## src/rtl/number_display_pkg.sv

```systemverilog
// Shared constants and converter state for the score digit addresser.
// Glyph geometry, the blank-digit code and the converter state encoding.
package number_display_pkg;

    localparam int FONT_W      = 32;
    localparam int FONT_H      = 64;
    localparam int FONT_ADDR_W = 11;

    localparam logic [3:0] BLANK_DIGIT = 4'hF;

    typedef enum logic [1:0] {
        IDLE,
        SHIFT,
        DONE
    } conv_state_t;

endpackage

```

## src/rtl/bin_to_bcd_serial.sv

```systemverilog
// Serial double-dabble converter: one binary bit per clock.
// The result on oBcd is valid in the cycle oDone is high.
module bin_to_bcd_serial
    import number_display_pkg::*;
#(
    parameter int IN_WIDTH = 16,
    parameter int DIGITS   = 5
) (
    input  logic                  iClock,
    input  logic                  iResetN,
    input  logic                  iStart,
    input  logic [IN_WIDTH-1:0]   iBin,
    output logic                  oBusy,
    output logic                  oDone,
    output logic [4*DIGITS-1:0]   oBcd
);

    localparam int CW = $clog2(IN_WIDTH + 1);
    localparam logic [CW-1:0] LAST = CW'(IN_WIDTH - 1);

    conv_state_t           r_state;
    conv_state_t           w_next;
    logic [IN_WIDTH-1:0]   r_bin;
    logic [4*DIGITS-1:0]   r_bcd;
    logic [4*DIGITS-1:0]   w_adj;
    logic [CW-1:0]         r_cnt;
    logic                  w_take;

    // State register
    always_ff @(posedge iClock) begin
        if (!iResetN) r_state <= IDLE;
        else          r_state <= w_next;
    end

    // Next state and status flags; a start is accepted in IDLE or DONE
    always_comb begin
        w_next = r_state;
        oBusy  = 1'b0;
        oDone  = 1'b0;
        w_take = 1'b0;
        unique case (r_state)
            IDLE: begin
                if (iStart) begin
                    w_next = SHIFT;
                    w_take = 1'b1;
                end
            end
            SHIFT: begin
                oBusy = 1'b1;
                if (r_cnt == LAST) w_next = DONE;
            end
            DONE: begin
                oDone = 1'b1;
                if (iStart) begin
                    w_next = SHIFT;
                    w_take = 1'b1;
                end else begin
                    w_next = IDLE;
                end
            end
            default: w_next = IDLE;
        endcase
    end

    // Add-3 correction on every nibble that would overflow after the shift
    always_comb begin
        w_adj = r_bcd;
        for (int i = 0; i < DIGITS; i++) begin
            if (r_bcd[4*i +: 4] >= 4'd5)
                w_adj[4*i +: 4] = r_bcd[4*i +: 4] + 4'd3;
        end
    end

    // Capture operand on start, then shift one bit per SHIFT cycle
    always_ff @(posedge iClock) begin
        if (!iResetN) begin
            r_bin <= '0;
            r_bcd <= '0;
            r_cnt <= '0;
        end else if (w_take) begin
            r_bin <= iBin;
            r_bcd <= '0;
            r_cnt <= '0;
        end else if (r_state == SHIFT) begin
            r_bcd <= {w_adj[4*DIGITS-2:0], r_bin[IN_WIDTH-1]};
            r_bin <= r_bin << 1;
            r_cnt <= r_cnt + 1'b1;
        end
    end

    assign oBcd = r_bcd;

endmodule

```

## src/rtl/number_display_addresser.sv

```systemverilog
// Maps the VGA pixel and a binary score to font address and digit value.
// Digits change only at frame start; leading zeros may be blanked.
module number_display_addresser
    import number_display_pkg::*;
#(
    parameter int IN_WIDTH        = 16,
    parameter int DIGITS          = 5,
    parameter int ORIGIN_X        = 0,
    parameter int ORIGIN_Y        = 0,
    parameter int LEAD_ZERO_BLANK = 1
) (
    input  logic                    iClock,
    input  logic                    iResetN,
    input  logic [9:0]              iX,
    input  logic [9:0]              iY,
    input  logic                    iFrameStart,
    input  logic [IN_WIDTH-1:0]     iNumber,
    input  logic                    iLoad,
    output logic [FONT_ADDR_W-1:0]  oAddress,
    output logic [3:0]              oValue,
    output logic                    oInRegion,
    output logic                    oBusy
);

    localparam logic [9:0]  ORG_X   = 10'(ORIGIN_X);
    localparam logic [9:0]  ORG_Y   = 10'(ORIGIN_Y);
    localparam logic [10:0] FIELD_W = 11'(DIGITS * FONT_W);
    localparam logic [10:0] FIELD_H = 11'(FONT_H);

    logic                   w_busy;
    logic                   w_done;
    logic                   w_idle;
    logic [4*DIGITS-1:0]    w_bcd;
    logic                   w_start;
    logic [IN_WIDTH-1:0]    w_start_bin;

    logic [IN_WIDTH-1:0]    r_req;
    logic                   r_req_valid;
    logic [4*DIGITS-1:0]    r_pend;
    logic                   r_pend_valid;
    logic [4*DIGITS-1:0]    r_disp;
    logic [4*DIGITS-1:0]    w_shown;

    logic [9:0]             w_rx;
    logic [9:0]             w_ry;
    logic                   w_in;
    logic [4:0]             w_idx;
    logic [3:0]             w_val;

    logic [FONT_ADDR_W-1:0] r_addr;
    logic [3:0]             r_value;
    logic                   r_in_a;
    logic                   r_in_b;

    bin_to_bcd_serial #(
        .IN_WIDTH (IN_WIDTH),
        .DIGITS   (DIGITS)
    ) u_bcd (
        .iClock  (iClock),
        .iResetN (iResetN),
        .iStart  (w_start),
        .iBin    (w_start_bin),
        .oBusy   (w_busy),
        .oDone   (w_done),
        .oBcd    (w_bcd)
    );

    assign w_idle = ~w_busy & ~w_done;
    assign oBusy  = w_busy;

    // Start source: a fresh load wins in IDLE, DONE restarts only from the request
    always_comb begin
        w_start     = 1'b0;
        w_start_bin = r_req;
        if (w_idle) begin
            w_start     = iLoad | r_req_valid;
            w_start_bin = iLoad ? iNumber : r_req;
        end else if (w_done) begin
            w_start = r_req_valid;
        end
    end

    // One-deep request holder; later loads overwrite earlier ones
    always_ff @(posedge iClock) begin
        if (!iResetN) begin
            r_req       <= '0;
            r_req_valid <= 1'b0;
        end else if (iLoad && !w_idle) begin
            r_req       <= iNumber;
            r_req_valid <= 1'b1;
        end else if (w_start) begin
            r_req_valid <= 1'b0;
        end
    end

    // Frame commit reads the old pending state before DONE overwrites it
    always_ff @(posedge iClock) begin
        if (!iResetN) begin
            r_pend       <= '0;
            r_pend_valid <= 1'b0;
            r_disp       <= '0;
        end else begin
            if (iFrameStart && r_pend_valid) begin
                r_disp       <= r_pend;
                r_pend_valid <= 1'b0;
            end
            if (w_done) begin
                r_pend       <= w_bcd;
                r_pend_valid <= 1'b1;
            end
        end
    end

    // Leading-zero blanking, scanning from the most significant digit
    always_comb begin
        logic       v_lead;
        logic [3:0] v_nib;
        w_shown = '0;
        v_lead  = 1'b1;
        for (int i = DIGITS - 1; i >= 0; i--) begin
            v_nib = r_disp[4*i +: 4];
            if (i != 0 && LEAD_ZERO_BLANK != 0 && v_lead && v_nib == 4'd0) begin
                w_shown[4*i +: 4] = BLANK_DIGIT;
            end else begin
                w_shown[4*i +: 4] = v_nib;
                v_lead            = 1'b0;
            end
        end
    end

    // Field hit test and digit select; leftmost column is the MSD
    always_comb begin
        w_rx  = iX - ORG_X;
        w_ry  = iY - ORG_Y;
        w_in  = (iX >= ORG_X) && ({1'b0, w_rx} < FIELD_W) &&
                (iY >= ORG_Y) && ({1'b0, w_ry} < FIELD_H);
        w_idx = w_rx[9:5];
        w_val = BLANK_DIGIT;
        for (int i = 0; i < DIGITS; i++) begin
            if (w_idx == 5'(DIGITS - 1 - i))
                w_val = w_shown[4*i +: 4];
        end
    end

    // Stage A address/value register plus the extra region delay
    always_ff @(posedge iClock) begin
        if (!iResetN) begin
            r_addr  <= '0;
            r_value <= BLANK_DIGIT;
            r_in_a  <= 1'b0;
            r_in_b  <= 1'b0;
        end else begin
            r_in_a <= w_in;
            r_in_b <= r_in_a;
            if (w_in) begin
                r_addr  <= {w_ry[5:0], w_rx[4:0]};
                r_value <= w_val;
            end else begin
                r_addr  <= '0;
                r_value <= BLANK_DIGIT;
            end
        end
    end

    assign oAddress  = r_addr;
    assign oValue    = r_value;
    assign oInRegion = r_in_b;

endmodule
```

## config.mk

```make
export PLATFORM = sky130hd
export DESIGN_NAME = number_display_addresser
export DESIGN_NICKNAME = d
export VERILOG_FILES = /design/src/rtl/number_display_pkg.sv /design/src/rtl/bin_to_bcd_serial.sv /design/src/rtl/number_display_addresser.sv
export SDC_FILE = /design/constraint.sdc
export NUM_CORES = 1
export LEC_CHECK = 0
export ABC_AREA = 1
export CAP_MARGIN = 20
export CORE_ASPECT_RATIO = 1.25
export CORE_UTILIZATION = 51
export DETAILED_ROUTE_END_ITERATION = 10
export PLACE_DENSITY = 0.76
export SLEW_MARGIN = 20
export SYNTH_ARGS = -nofsm -noshare
export SYNTH_HDL_FRONTEND = slang
export SYNTH_SLANG_ARGS = --single-unit
```

## constraint.sdc

```tcl
create_clock -name iClock -period 1.6 [get_ports iClock]
set_input_delay 0.32 -clock iClock [delete_from_list [all_inputs] [get_ports iClock]]
set_output_delay 0.32 -clock iClock [all_outputs]
set_load 0.1 [all_outputs]
```

==> results of run 1 <==
[sequential cells by signal, summed over array words and instances (netlist names)]
signal	flops
oInRegion	1
oAddress	11
u_bcd.r_cnt	5
oValue	4
r_pend_valid	1
r_req_valid	1
r_req	16
r_disp	20
r_pend	20
u_bcd.r_bin	16
u_bcd.oBcd	20
r_in_a	1
u_bcd.r_state	2
[per-stage QoR]
step                      hold WS (ns)  instances
after global placement           0.398        889
after detailed placement         0.402        889
after global routing             0.418        922
after CTS                        0.390        922
after floorplan                  0.390        709
final                            0.406        922
[per-layer routing]
metal	GRT usage [%]	wire length, um	vias to the layer above
met4	11.3	240	0
met5	0	0	-
met1	28.8	5330	2233
met2	40.3	5810	149
met3	5.64	640	31
li1	-	-	2458
[cell usage after synthesis, drive strengths merged]
cell      n
mux2      1
nand3    53
or2       2
nor3      3
nor2    102
a31oi    16
buf      11
a211oi    1
a21oi    63
xor2     10
dfxtp   118
nand2   124
and3      1
o21ai    84
clkbuf   23
clkinv    2
inv      76
o31ai     2
nand4     1
ha       16
[report_power, final]
| group | switching, W | internal, W | leakage [nW] | total (W) |
|---|---|---|---|---|
| clock network | 0.00125 | 0.00249 | 0.287 | 0.00374 |
| registers | 0.000348 | 0.00357 | 0.962 | 0.00392 |
| logic | 0.00233 | 0.00153 | 1.75 | 0.00386 |
| total | 0.00393 | 0.00759 | 3.00 | 0.0115 |
[kinds of logic (layout without fill, tap and decap cells)]
| group | count (synthesis) | count (layout) | share of synthesized area [%] |
|---|---|---|---|
| multiplexers | 1 | 1 | 0.218 |
| AO/OA/AOI/OAI | 166 | 166 | 16.9 |
| AND/OR/NAND/NOR | 286 | 286 | 22.8 |
| buffers and inverters | 112 | 199 | 8.68 |
| adder cells (fa/ha/maj) | 16 | 16 | 3.88 |
| flip-flops | 118 | 118 | 45.8 |
| XOR/XNOR | 10 | 10 | 1.70 |
[worst max-delay path, stage by stage (launching register included)]
cell     delay (ns)
dfxtp_2        0.36
buf_4          0.13
ha_4           0.17
buf_12         0.18
[final timing paths]
path / depth (start not counted) / end
worst max-delay path: 3 / oBusy
worst min-delay path: 4 / u_bcd.r_bin[0]
worst max register to register: 9 / u_bcd.r_bin[5]
worst min register to register: 2 / oInRegion
[what timing repair did]
item                                    in CTS  in global routing
buffers inserted                             3                  0
gates cloned                                 1                  0
endpoints found under the setup margin      38                 39
gates resized for setup                      9                 16
hold buffers                                 0                  0
pin swaps                                    1                  2
[area by class of cell]
cell class                      instances  area share [%]
Multi-Input combinational cell        479            35.1
Clock inverter                         10            1.90
Sequential cell                       118            34.5
Tap cell                              126            2.30
Inverter                               78            4.38
Clock buffer                           20            6.65
Timing Repair Buffer                   91            15.2
==> impl_metrics.yaml, run 1 <==
setup_path:
  cp.arrival_ns: 1.25
  start_kind: "register"
  r2r-start: "u_bcd.r_state[1]"
  crit_fanout: 4
  r2r_slack_ns: 0.04
  required_ns: 1.28
  endpoint_kind: "output pin"
  worstSetupStartpoint: "u_bcd.r_state[0]"
  worstSetupPathType: "reg -> out"
cts:
  cts_inserted_buffers: 17
  clkTransAtPathRegs_ns: 0.05
  cts_tree: "yes"
  cts_sinks: 118
  cts-htree-levels: 4
  clock_path_buffers: 2
  ctsRootBufferMaster: "clkbuf_16"
  clk_latency_ns: 0.41
sta:
  rsz0062_at_grt: "true"
  max_clock_freq_mhz: 639
  tns_ns: 0
  skew_ns: 0.00392
  slew_headroom_pct: 80.9
  finalSetupViolCount: 0
  fin_crit_sh_pct: 97.9
  slew_viol_final: 0
  fin_ws_ns: 0.0343
  tightest_slew_ns: 0.285
  final_hold_viol_count: 0
  final.min_clock_period_ns: 1.57
floorplanning:
  core-area_um2: 9710
  rows: 40
  fp.dieH_um: 114
  initial_utilization_pct: 53.1
  io_pins: 57
  die_w_um: 92.0
  dieArea_um2: 10500
grt:
  grt_first_pass_wirelength_um: 20000
  antenna_found_initial: 0
  grt_pass1_vias: 4537
  grt_max_degree: 75
  grt_remaining_overflow: 0
  track_usage_pct: 23.9
yosys:
  ys.warnings.count: 0
  synth_area_um2: 5160
  synth_area_leaders: "dfxtp_1, nand2_1, o21ai_0, nor2_1, a21oi_1"
  yosysTopAreaCell: "dfxtp_1"
  syn_avg_cell_area_um2: 7.28
  syn_inst: 709
  synth-seq-cells: 118
  netlist-cell-type-count: 31
  synth_nets: 765
  yosysTopAreaCellShare_pct: 45.8
  ys_seq_area_share_pct: 45.8
outcome:
  outcome: "complete, no violations"
route:
  final_antenna_net_count: 0
  vias_per_cell: 5.28
  vias: 4871
  wirelength_um: 12000
  firstDrtPassIters: 5
  drc: 0
  drt_iter0_markers: 266
  wl_per_cell_um: 13.0
place:
  hpwl_um: 8300
  place_congestion: 0.846
  place_area_um2: 6180
  io_buffers: 56
  post-place-ws_ns: -0.172
finish:
  final_nets: 841
  design_area_um2: 6860
  drive_above_1_share_pct: 13.7
  diodes: 0
  final_common_cell: "nand2_1"
  final_util_pct: 70.7
  layout_common_cells: "nand2_1, dfxtp_1, nor2_1"
  regArea_um2: 2370
  multi_input_area_um2: 2410
  syn_to_final_growth_pct: 33.0
  fill_cells: 736
worst_hold_path:
  min_path_type: "in -> reg"
  hp-start: "iResetN"
pwr:
  p_leak_nw: 3.00
  power_density_nw_per_um2: 1680
  power.total_w: 0.0115
  irDropWorstVdd_uv: 1120
job:
  maxCapViolCount: 0
No activity file was read; power rests on OpenSTA's default activity.
==> inputs of run 2 (changes only) <==
--- a/config.mk
+++ b/config.mk
@@ -8,6 +8,7 @@
 export ABC_AREA = 1
 export CAP_MARGIN = 20
 export CORE_ASPECT_RATIO = 1.25
+export CORE_MARGIN = 8
 export CORE_UTILIZATION = 51
 export DETAILED_ROUTE_END_ITERATION = 10
 export PLACE_DENSITY = 0.76
==> run 2 against run 1 <==
  * Wire length rose by 10%
  * Critical endpoint unchanged
  * Largest power group is now combinational cells
  * Count of clock-buffer cells in the layout decreased by 2
  * Highest routed layer unchanged
  * Die area up 29%
==> impl_metrics.yaml, run 2 (synthesis results as in run 1) <==
outcome:
  outcome: "complete, no violations"
setup_path:
  cp.arrival_ns: 1.27
  required_ns: 1.28
  endpoint_kind: "output pin"
  crit_fanout: 4
  start_kind: "register"
  r2r_slack_ns: 0.02
  worstSetupPathType: "reg -> out"
route:
  final_antenna_net_count: 0
  drc: 0
  wl_met3_um: 722
  wirelength_um: 13200
  firstDrtPassIters: 5
  route.met2.wl_um: 6570
  drt-met1-wl_um: 5710
  top_layer: "met4"
  drt_iter0_markers: 332
  vias: 4899
  wl_per_cell_um: 14.3
  vias_per_cell: 5.27
sta:
  finalSetupViolCount: 0
  slew_headroom_pct: 78.5
  final.min_clock_period_ns: 1.59
  skew_ns: 0.00626
  rsz0062_at_grt: "true"
  final_hold_viol_count: 0
  whs_ns: 0.391
  tightest_slew_ns: 0.322
  max_clock_freq_mhz: 629
  slew_viol_final: 0
  fin_crit_sh_pct: 99.4
cts:
  clock_path_buffers: 2
  ctsRootBufferMaster: "clkbuf_16"
  clkTransAtPathRegs_ns: 0.06
  clk_latency_ns: 0.41
  hold_buffers: 0
  cts_inserted_buffers: 17
  cts_tree: "yes"
  cts-htree-levels: 4
  cts_sinks: 118
grt:
  grt_first_pass_wirelength_um: 21600
  grt_remaining_overflow: 0
  grt_max_degree: 75
  antenna_found_initial: 0
  track_usage_pct: 19.4
  grt_pass1_vias: 4666
pwr:
  power_density_nw_per_um2: 1700
  p_leak_nw: 3.00
  irDropWorstVdd_uv: 1150
floorplanning:
  die_w_um: 106
  dieArea_um2: 13600
  initial_utilization_pct: 51.8
  fp.dieH_um: 128
  rows: 41
  core-area_um2: 9950
  io_pins: 57
place:
  place_congestion: 0.845
  io_buffers: 56
  hpwl_um: 8660
  dp_cells: 892
  place_area_um2: 6180
finish:
  syn_to_final_growth_pct: 33.9
  final_cells: 929
  layout_common_cells: "nand2_1, dfxtp_1, nor2_1"
  diodes: 0
  final_common_cell: "nand2_1"
  design_area_um2: 6910
  final_nets: 843
  final_util_pct: 69.4
  drive_above_1_share_pct: 13.8
worst_hold_path:
  min_path_type: "in -> reg"
job:
  maxCapViolCount: 0
[run 2: layer usage]
metal  GRT usage (%)  vias up
li1                -     2457
met1            22.6     2254
met2            32.9      165
met3            5.15       23
met4            8.22        0
met5               0        -
[run 2: path summary, 6_finish.rpt]
kind / startpoint / endpoint / cells past startpoint
setup / recovery: u_bcd.r_state[1] / oBusy / 4
hold / removal: iResetN / u_bcd.r_bin[15] / 4
setup reg to reg: u_bcd.r_state[0] / u_bcd.r_bin[15] / 12
hold reg to reg: r_in_a / oInRegion / 2
[run 2: final cells by class]
class / instances / area (um2)
clock buffers: 18 / 439
flip-flops and latches: 118 / 2360
inverters: 78 / 298
well taps: 129 / 161
multi-input cells: 479 / 2410
fillers: 754 / 3040
clock inverters: 14 / 173
repair buffers: 93 / 1070
[run 2: worst max-delay path, stage by stage, from the launching register on]
cell and delay (ns):
dfxtp_2 0.33, inv_2 0.08, buf_6 0.11, ha_4 0.17
buf_12 0.18
[run 2: timing repair]
action	CTS	global route
pin swaps	0	1
buffers inserted	2	3
gates resized for setup	7	15
endpoints found under the setup margin	36	40
cloned	0	1
endpoints found under the hold margin	0	0
[run 2: metrics by stage]
step | worst slack (ns) | setup TNS [ns] | power (W)
global placement | -0.130 | -2.64 | 0.00731
detailed placement | -0.209 | -4.94 | 0.00746
floorplan | -0.0247 | -0.0734 | 0.00634
CTS | -0.00989 | -0.00989 | 0.0115
finish | 0.0101 | 0 | 0.0117
global route | -0.0851 | -0.806 | 0.0124
[run 2: power breakdown]
part	internal (W)	switching, W	total, W
clock network	0.00250	0.00138	0.00387
logic	0.00156	0.00241	0.00397
registers	0.00356	0.000350	0.00391
total	0.00762	0.00413	0.0117
==> RTL edit: new RTL, settings of run 2 <==
Reset style: asynchronous (`iResetN`), changed in 5 clocked blocks.
--- a/src/rtl/bin_to_bcd_serial.sv
+++ b/src/rtl/bin_to_bcd_serial.sv
@@ -29,3 +29,3 @@
     // State register
-    always_ff @(posedge iClock) begin
+    always_ff @(posedge iClock or negedge iResetN) begin
         if (!iResetN) r_state <= IDLE;
@@ -74,3 +74,3 @@
     // Capture operand on start, then shift one bit per SHIFT cycle
-    always_ff @(posedge iClock) begin
+    always_ff @(posedge iClock or negedge iResetN) begin
         if (!iResetN) begin
--- a/src/rtl/number_display_addresser.sv
+++ b/src/rtl/number_display_addresser.sv
@@ -83,3 +83,3 @@
     // One-deep request holder; later loads overwrite earlier ones
-    always_ff @(posedge iClock) begin
+    always_ff @(posedge iClock or negedge iResetN) begin
         if (!iResetN) begin
@@ -96,3 +96,3 @@
     // Frame commit reads the old pending state before DONE overwrites it
-    always_ff @(posedge iClock) begin
+    always_ff @(posedge iClock or negedge iResetN) begin
         if (!iResetN) begin
@@ -145,3 +145,3 @@
     // Stage A address/value register plus the extra region delay
-    always_ff @(posedge iClock) begin
+    always_ff @(posedge iClock or negedge iResetN) begin
         if (!iResetN) begin
Function: differs if iResetN is asserted again (counterexample within 4 cycles, from zero or initial values and one cycle with iResetN low); with iResetN held inactive, the same outputs for 10 cycles.
==> RTL edit against run 2 <==
The flow now finishes with violations (setup timing); power increased by 12%; area after synthesis increased by 6.3%; first-iteration DRC count decreased by 9.6%; via count decreased by 4.4%; sequential cell count unchanged; setup slack got worse by 0.078 ns; cell area increased by 7.8%; combinational power increased by 27%; clock skew increased by 0.0025 ns; wire length increased by 0.76%; critical endpoint is now u_bcd.oBcd[1]; highest routed layer unchanged.
==> RTL edit: results (changes against run 2) <==
Power:
- The proportion of power drawn by flip-flops and latches is 32.5% (-0.8 points).
- The power dissipated in combinational cells came to 5.06 mW (+27%).
- The leakage power is 3.59 nW (+20%).
- The worst vdd rail ir drop came to 0.00161 V (+41%).
- The proportion of total power due to net switching was 37.0% (+1.9 points).

Worst setup path:
- The delay of the slowest critical-path stage was 0.39 ns (+0.06 ns).
- In this run the worst setup path begins at u_bcd.oBcd[0].
- In this design, the largest share of critical-path delay is due to simple AND/OR/NAND/NOR gates.
- The largest fanout on the critical path is 4 (unchanged).
- The number of cells traversed by the worst register-to-register path is 6 (-6).
- The worst register-to-register path ends at u_bcd.oBcd[1].
- The slowest stage cell on the critical path is dfrtp_1.

Detailed routing:
- The starting DRC count in detailed routing came to 300 (-9.6%).
- The routed wire length came to 13400 µm (+0.76%).
- The total vias in the final route is 4681 (-4.4%).
- The first-pass detailed-route iteration total is 5 (unchanged).

Logic synthesis:
- In the synthesized netlist the dominant register cell turns out to be dfrtp_1.
- The post-synth net total is 707 (-7.6%).
- The proportion of synthesized chip area in sequential cells is 53.9% (+8.1 points).
- The commonest cells after synthesis are 166 x nand2_1, 114 x dfrtp_1, 92 x o21ai_0.
- The proportion of synthesized area in mux cells was 0% (-0.22 points).
- The xor/xnor cell area share of the yosys netlist is 1.44% (-0.26 points).
- The post-synthesis compound-gate area fraction is 12.9% (-4.0 points).
- The count of yosys warnings during synthesis is 0 (unchanged).
- By area the synthesized netlist is led by dfrtp_1 52%, nand2_1 11%, o21ai_0 8.4%.
- The fraction of registers with async set or reset after synthesis is 100% (+100 points).
- The adder and majority gate portion of the synthesized area was 3.65% (-0.23 points).

Clocking:
- The cell sitting at the root of the clock tree is a clkbuf_16.
- The worst-skew pair later-pin latency is 0.42 ns.
- The number of buffers created by CTS is 17 (unchanged).
- The maximum buffer depth of the clock tree is 2 (unchanged).
- The number of H-tree branching levels is 4 (unchanged).
- The clock-pin slew reported for the worst setup and hold paths after clock tree synthesis is 0.06 ns (about the same).

STA:
- The worst clock skew is 0.00872 ns (+0.00246 ns).
- The transition at the pin with the smallest max-transition slack is 0.359 ns (+0.0372 ns).
- The final setup violation count is 19 (+19).
- The setup slack after layout is -0.0678 ns (-0.0778 ns).

GRT:
- The pin count of the biggest net entering global routing is 48 (-36%).
- The number of global-route vias before repair was 4598 (-1.5%).
- The all-layer global routing usage was 17.3% (-2.1 points).
- The initial antenna violation count is 0 (unchanged).
- The final global-route overflow total is 0 (unchanged).
- The global-route wire length before repair is 20200 µm (-6.4%).

Run status:
- The final reports fail on setup timing.
- The run finished, with violations left.

Placed design:
- The cell area reported after detailed placement is 0.00650 mm² (+5.1%).
- The global placer's final weighted congestion is 0.867 (+2.6%).
- The placed wire-length estimate after detailed placement is 8050 µm (-7.1%).

Layout:
- The layout cell share with drive strength beyond 1 is 17.6% (+3.8 points).
- The fill cell total of the finished layout is 777 (+3.1%).
- The final-stage net count is 793 (-5.9%).
- The antenna cell count is 0 (unchanged).
- The area used by sequential logic in the layout is 0.00296 mm² (+25%).

Worst hold path:
- The kind of path behind the tightest hold check is input port to async pin.
## RTL edit: cell count changes in the layout (fill, tap and decap cells not counted), sizes merged, moves of 23 or more
cell | before | now
dfxtp | 118 | 0
dfrtp | 0 | 114
nor2 | 102 | 46
a21oi | 63 | 14
nand2 | 124 | 168
nand3 | 53 | 30
## RTL edit: area by class of cell
| type | instances | area share (%) |
|---|---|---|
| Multi-Input combinational cell | 417 | 29.7 |
| Clock inverter | 12 | 2.05 |
| Tap cell | 132 | 2.22 |
| Sequential cell | 118 | 39.7 |
| Inverter | 92 | 4.91 |
| Clock buffer | 20 | 6.00 |
| Timing Repair Buffer | 90 | 15.3 |
| Timing Repair inverter | 1 | 0.118 |
## RTL edit: metrics by stage
step	hold slack [ns]	std cells	setup WS (ns)	TNS [ns]	power [mW]
4_1_cts	0.350	871	-0.0247	-0.0467	12.3
3_3_place_gp	0.226	835	-0.113	-4.09	7.95
5_1_grt	0.353	882	-0.152	-3.21	14.0
3_5_place_dp	0.230	835	-0.177	-5.42	8.17
6_report	0.346	882	-0.0678	-0.559	13.2
2_1_floorplan	0.0244	651	0.00909	0	7.08
## RTL edit: how the worst max path moves through the flow
stage	endpoint	slack (ns)	cells after the start
floorplan	u_bcd.oBcd[10]	0.009	11
global placement	oAddress[6]	-0.11	6
detailed placement	oAddress[10]	-0.18	6
CTS	oBusy	-0.02	4
global route	u_bcd.r_bin[15]	-0.15	11
finish	u_bcd.oBcd[1]	-0.07	6
## RTL edit: per-layer routing
metal	global-route usage, %	wire length (µm)
met5	0	0
met4	7.63	396
met3	5.19	758
met2	30.2	7070
met1	18.6	5130
## RTL edit: timing repair
action,in CTS,in global routing
hold endpoints to repair,17,0
buffers inserted,3,7
hold buffers,1,0
endpoints found under the setup margin,37,43
pin swaps,3,2
cloned,0,4
gates resized for setup,13,30
